<file path="src/rtl/qeciphy_tx_framer_if.sv">
// User-side valid/ready stream into the TX framer.
// 64-bit beats, one per clock when accepted.
interface qeciphy_tx_framer_if;
  logic [63:0] tdata;
  logic        tvalid;
  logic        tready;

  modport master (
    output tdata,
    output tvalid,
    input  tready
  );

  modport slave (
    input  tdata,
    input  tvalid,
    output tready
  );
endinterface

</file>
<file path="src/rtl/qeciphy_tx_framer.sv">
// TX framer: inserts a FAW at slot 0 of every frame, fills gaps with IDLE.
// Training mode sends FAW-only frames until train_i drops at a boundary.
module qeciphy_tx_framer #(
  parameter int          FAW_PERIOD = 64,
  parameter logic [63:0] IDLE_WORD  = 64'h0
) (
  input  logic                   clk_i,
  input  logic                   rst_i,
  input  logic                   train_i,
  qeciphy_tx_framer_if.slave     s,
  output logic [63:0]            tdata_64b_o,
  output logic                   tdata_64b_isfaw_o,
  output logic                   idle_o,
  output logic [7:0]             faw_seq_o
);

  localparam int CW = $clog2(FAW_PERIOD);
  localparam logic [CW-1:0] LAST = CW'(FAW_PERIOD - 1);

  typedef enum logic {
    TRAIN,
    DATA
  } state_e;

  state_e        state_q, state_d;
  logic [CW-1:0] slot_q, slot_d;
  logic [7:0]    seq_q, seq_d;
  logic [63:0]   tdata_q, tdata_d;
  logic          isfaw_q, isfaw_d;
  logic          idle_q, idle_d;
  logic [7:0]    fseq_q, fseq_d;

  logic slot0;
  logic last;
  logic ready;
  logic accept;

  assign slot0  = (slot_q == '0);
  assign last   = (slot_q == LAST);
  // Ready depends on registers only, so no input reaches it.
  assign ready  = (state_q == DATA) && !slot0;
  assign accept = s.tvalid && ready;

  assign s.tready          = ready;
  assign tdata_64b_o       = tdata_q;
  assign tdata_64b_isfaw_o = isfaw_q;
  assign idle_o            = idle_q;
  assign faw_seq_o         = fseq_q;

  always_ff @(posedge clk_i) begin
    if (rst_i) begin
      state_q <= TRAIN;
      slot_q  <= '0;
      seq_q   <= '0;
      tdata_q <= '0;
      isfaw_q <= 1'b0;
      idle_q  <= 1'b1;
      fseq_q  <= '0;
    end else begin
      state_q <= state_d;
      slot_q  <= slot_d;
      seq_q   <= seq_d;
      tdata_q <= tdata_d;
      isfaw_q <= isfaw_d;
      idle_q  <= idle_d;
      fseq_q  <= fseq_d;
    end
  end

  always_comb begin
    state_d = state_q;
    slot_d  = last ? '0 : slot_q + 1'b1;
    seq_d   = seq_q;
    tdata_d = IDLE_WORD;
    isfaw_d = 1'b0;
    idle_d  = 1'b1;
    fseq_d  = fseq_q;

    unique case (state_q)
      TRAIN: if (!train_i && last) state_d = DATA;
      DATA:  if (train_i)          state_d = TRAIN;
      default: state_d = TRAIN;
    endcase

    unique case (1'b1)
      slot0: begin
        tdata_d = {48'hF0F0_3C3C_A5A5, seq_q, 8'hBC};
        isfaw_d = 1'b1;
        idle_d  = 1'b0;
        fseq_d  = seq_q;
        seq_d   = seq_q + 8'd1;
      end
      accept: begin
        tdata_d = s.tdata;
        idle_d  = 1'b0;
      end
      default: begin
        tdata_d = IDLE_WORD;
      end
    endcase
  end

endmodule
</file>
<file path="src/flat_wrapper.sv">
// flat-port wrapper written by rule: the top's interface ports become plain ports
module qeciphy_tx_framer_flat 
#(
  parameter int          FAW_PERIOD = 64,
  parameter logic [63:0] IDLE_WORD  = 64'h0
)
  (clk_i, rst_i, train_i, tdata_64b_o, tdata_64b_isfaw_o, idle_o, faw_seq_o, s_tdata, s_tvalid, s_tready);
  qeciphy_tx_framer_if s_i ();
  input  logic clk_i;
  input  logic rst_i;
  input  logic train_i;
  output logic [63:0] tdata_64b_o;
  output logic tdata_64b_isfaw_o;
  output logic idle_o;
  output logic [7:0] faw_seq_o;
  input wire logic [$bits(s_i.tdata)-1:0] s_tdata;
  input wire logic [$bits(s_i.tvalid)-1:0] s_tvalid;
  output wire logic [$bits(s_i.tready)-1:0] s_tready;
  assign s_i.tdata = s_tdata;
  assign s_i.tvalid = s_tvalid;
  assign s_tready = s_i.tready;
  qeciphy_tx_framer #(.FAW_PERIOD(FAW_PERIOD), .IDLE_WORD(IDLE_WORD)) u_core (.clk_i(clk_i), .rst_i(rst_i), .train_i(train_i), .s(s_i), .tdata_64b_o(tdata_64b_o), .tdata_64b_isfaw_o(tdata_64b_isfaw_o), .idle_o(idle_o), .faw_seq_o(faw_seq_o));
endmodule
</file>
<file path="config.mk">
export PLATFORM = sky130hd
export DESIGN_NAME = qeciphy_tx_framer_flat
export DESIGN_NICKNAME = d
export VERILOG_FILES = /design/src/rtl/qeciphy_tx_framer_if.sv /design/src/rtl/qeciphy_tx_framer.sv /design/src/flat_wrapper.sv
export SDC_FILE = /design/constraint.sdc
export NUM_CORES = 1
export LEC_CHECK = 0
export CELL_PAD_IN_SITES_DETAIL_PLACEMENT = 1
export CELL_PAD_IN_SITES_GLOBAL_PLACEMENT = 1
export CORE_MARGIN = 2
export CORE_UTILIZATION = 47
export CTS_CLUSTER_DIAMETER = 100
export DETAILED_ROUTE_END_ITERATION = 12
export DONT_BUFFER_PORTS = 1
export PLACE_DENSITY_LB_ADDON = 0.1
export SLEW_MARGIN = 10
export SYNTH_ARGS = -nofsm -noshare
export SYNTH_HDL_FRONTEND = slang
export SYNTH_SLANG_ARGS = --single-unit
</file>
<file path="constraint.sdc">
create_clock -name clk_i -period 3.4 [get_ports clk_i]
set_input_delay 0.68 -clock clk_i [delete_from_list [all_inputs] [get_ports clk_i]]
set_output_delay 0.68 -clock clk_i [all_outputs]
set_load 0.02 [all_outputs]
</file>
==> results.md <==
- Max-slew violation count: 0
- Vias: 2089
- Die width: 83.1 um
- I/O pins: 143
- Drc violations: 0
- Total number of yosys warnings: 0
- Most frequent cells in the layout: 89 x dfxtp_1, 50 x a21oi_1, 32 x nand2_1, 29 x and2_1, 13 x nand3_1
- Die Y: 83.1 um
- Skew-Pair Late Insertion Delay: 0.35 ns
- Endpoints failing setup: 0
- CP required: 2.72 ns
- Sequential area share after synthesis: 60.6%
- Post-Syn Instances: 304
- Slew @ Worst Pin: 0.566 ns
- First-pass GRT wire length: 10700 um
- Mapped cell area: 0.00294 sq mm
- First DRT Iteration DRCs: 58
- Global Route Usage Sum: 19.5%
- Startpoint Class: register
- Multi-input gate area: 0.00104 sq mm
- CTS resizes: 0
- Primary FF master, synth: dfxtp_1
- H-Tree Depth: 3
- # diodes: 0
- Initial core utilization: 49.0%
- Share of post-route cells with drive strength above 1: 8.31%
- Post-synth ARST share: 0%
- Number of fill cells: 667
- Grt total ovfl: 0
- Maximum vdd drop: 0.313 mV
- Vias in the first global route: 2016
- Leak Pwr: 1.18 nW
- Initial antenna violation count: 0
- Place WS: 1.25 ns
- Post-place instance area: 0.00297 sq mm
- Period utilization: 74.1%
- CP Capture Type: primary output
- Commonest non-fill, non-tap cell in the layout: dfxtp_1
- DRT antenna net count: 0
- Final wirelength: 6740 um
- Fmax: 397 MHz
- Fin area: 0.00318 sq mm
- FP Rows: 28
- Setup TNS: 0 ns
- RSZ-0062 raised after global routing: no
- CP max FO: 31
- Register area: 0.00178 sq mm
- EDFF count, synth: 0
- Worst rel slew slack: 62.2%
- Pre-Repair DR Iteration Count: 4
- Design Power: 2.03 mW
- Final Critical Period: 2.52 ns
- Area grow syn2layout: 8.26%
- Placer Congestion: 0.758
- Final hold vios: 0
- Post CTS Setup Buffer Count: 0
- HP Class: in -> reg
- Avg Vias per Cell: 5.56
- CTS max path bufs: 2
- CTS tree: built
- Final worst slack: 0.879 ns
- Synthesized Nets: 375
- Hold buffer count at CTS: 0
- Pwr/cell area: 638 mW/mm^2
- Max cap viols: 0
- CTS Sinks: 89
- Syn Area/Cell: 9.66 sq um
- Wire per inst: 17.9 um
- Crit Path Class: reg -> out
- Worst Path Arrival: 1.84 ns
- Post-synth cell types: 34
- Reg clk slew, reported paths: 0.09 ns
- FF+latch count, synth: 89
- Core footprint: 0.00599 sq mm
- DIE AREA: 0.00690 sq mm
- TritonCTS Buffers: 9
- Count of input and output buffers: 0
- Largest net degree at the start of global routing: 63
- Status: complete, no violations
- Detail Placement HPWL: 4750 um
- Root buffer cell: clkbuf_8
- NumNets Final: 368
- Worst Skew: 0.0131 ns
-- final timing paths --
kind              cells after the start                      to        startpoint  slack (ns)
hold / removal                        1          u_core.state_q           train_i        0.40
setup / recovery                      6                s_tready  u_core.slot_q[0]        0.88
setup reg to reg                      3  u_core.tdata_64b_o[57]  u_core.slot_q[3]        1.63
hold reg to reg                       1        u_core.slot_q[0]  u_core.slot_q[0]        0.47
-- layout make-up --
class | count | area share (%)
flip-flops and latches | 89 | 56.0
multi-input cells | 187 | 32.8
clock buffers | 10 | 4.01
well taps | 75 | 2.95
clock inverters | 5 | 2.48
repair buffers | 5 | 1.18
inverters | 5 | 0.590
-- routing by layer --
layer | track usage [%] | up-vias | share of wire (%)
met5 | 0 | - | 0
met4 | 8.64 | 0 | 2.2
met3 | 5.47 | 11 | 5.1
met2 | 33.9 | 77 | 52
met1 | 22.3 | 989 | 41
li1 | - | 1012 | -
-- sequential cells by signal (all words and copies together) (netlist names) --
register                  count
u_core.seq_q                  8
u_core.tdata_64b_o           64
u_core.tdata_64b_isfaw_o      1
u_core.faw_seq_o              8
u_core.state_q                1
u_core.slot_q                 6
u_core.idle_o                 1
-- power by group --
part | switching [mW] | total, mW | internal [mW] | leakage, nW
logic | 0.0639 | 0.0980 | 0.0341 | 0.343
registers | 0.0791 | 1.17 | 1.09 | 0.726
clock network | 0.349 | 0.760 | 0.410 | 0.107
total | 0.492 | 2.03 | 1.54 | 1.18
-- through the flow --
step	std cells	util, %	hold WS, ns
6_report	376	53.1	0.399
5_1_grt	376	53.1	0.372
4_1_cts	376	53.1	0.375
3_5_place_dp	361	49.6	0.456
3_3_place_gp	361	49.6	0.446
2_1_floorplan	304	-	0.430
-- cell usage after synthesis, types with 2 or more instances --
master,n,area (sq um)
inv_1,5,18.8
clkbuf_1,19,71.3
and2_1,29,181
nor2b_1,3,18.8
or3_1,2,12.5
o31ai_1,2,15.0
buf_1,2,7.51
nand2_1,32,120
mux2_2,2,22.5
o21ai_0,12,60.1
xnor2_1,2,17.5
or4_1,2,15.0
o211ai_1,8,60.1
a21oi_1,50,250
a31o_2,2,17.5
nand3_1,13,65.1
ha_1,3,37.5
nor3_1,3,15.0
dfxtp_1,89,1780
nor2_1,10,37.5
-- critical path: stages, from the launching register on --
cell and delay, ns:
dfxtp_1 0.38, inv_1 0.06, ha_1 0.22, nor2b_1 0.15, nand2_1 0.07, buf_4 0.30, and2_1 0.31
-- cells by family after synthesis --
kind of cell,synth area share (%)
AO/OA/AOI/OAI,15.2
XOR/XNOR,0.895
adder cells (fa/ha/maj),1.28
buffers and inverters,3.88
flip-flops,60.6
multiplexers,0.767
AND/OR/NAND/NOR,17.4
(Power assumes the default switching activity.)
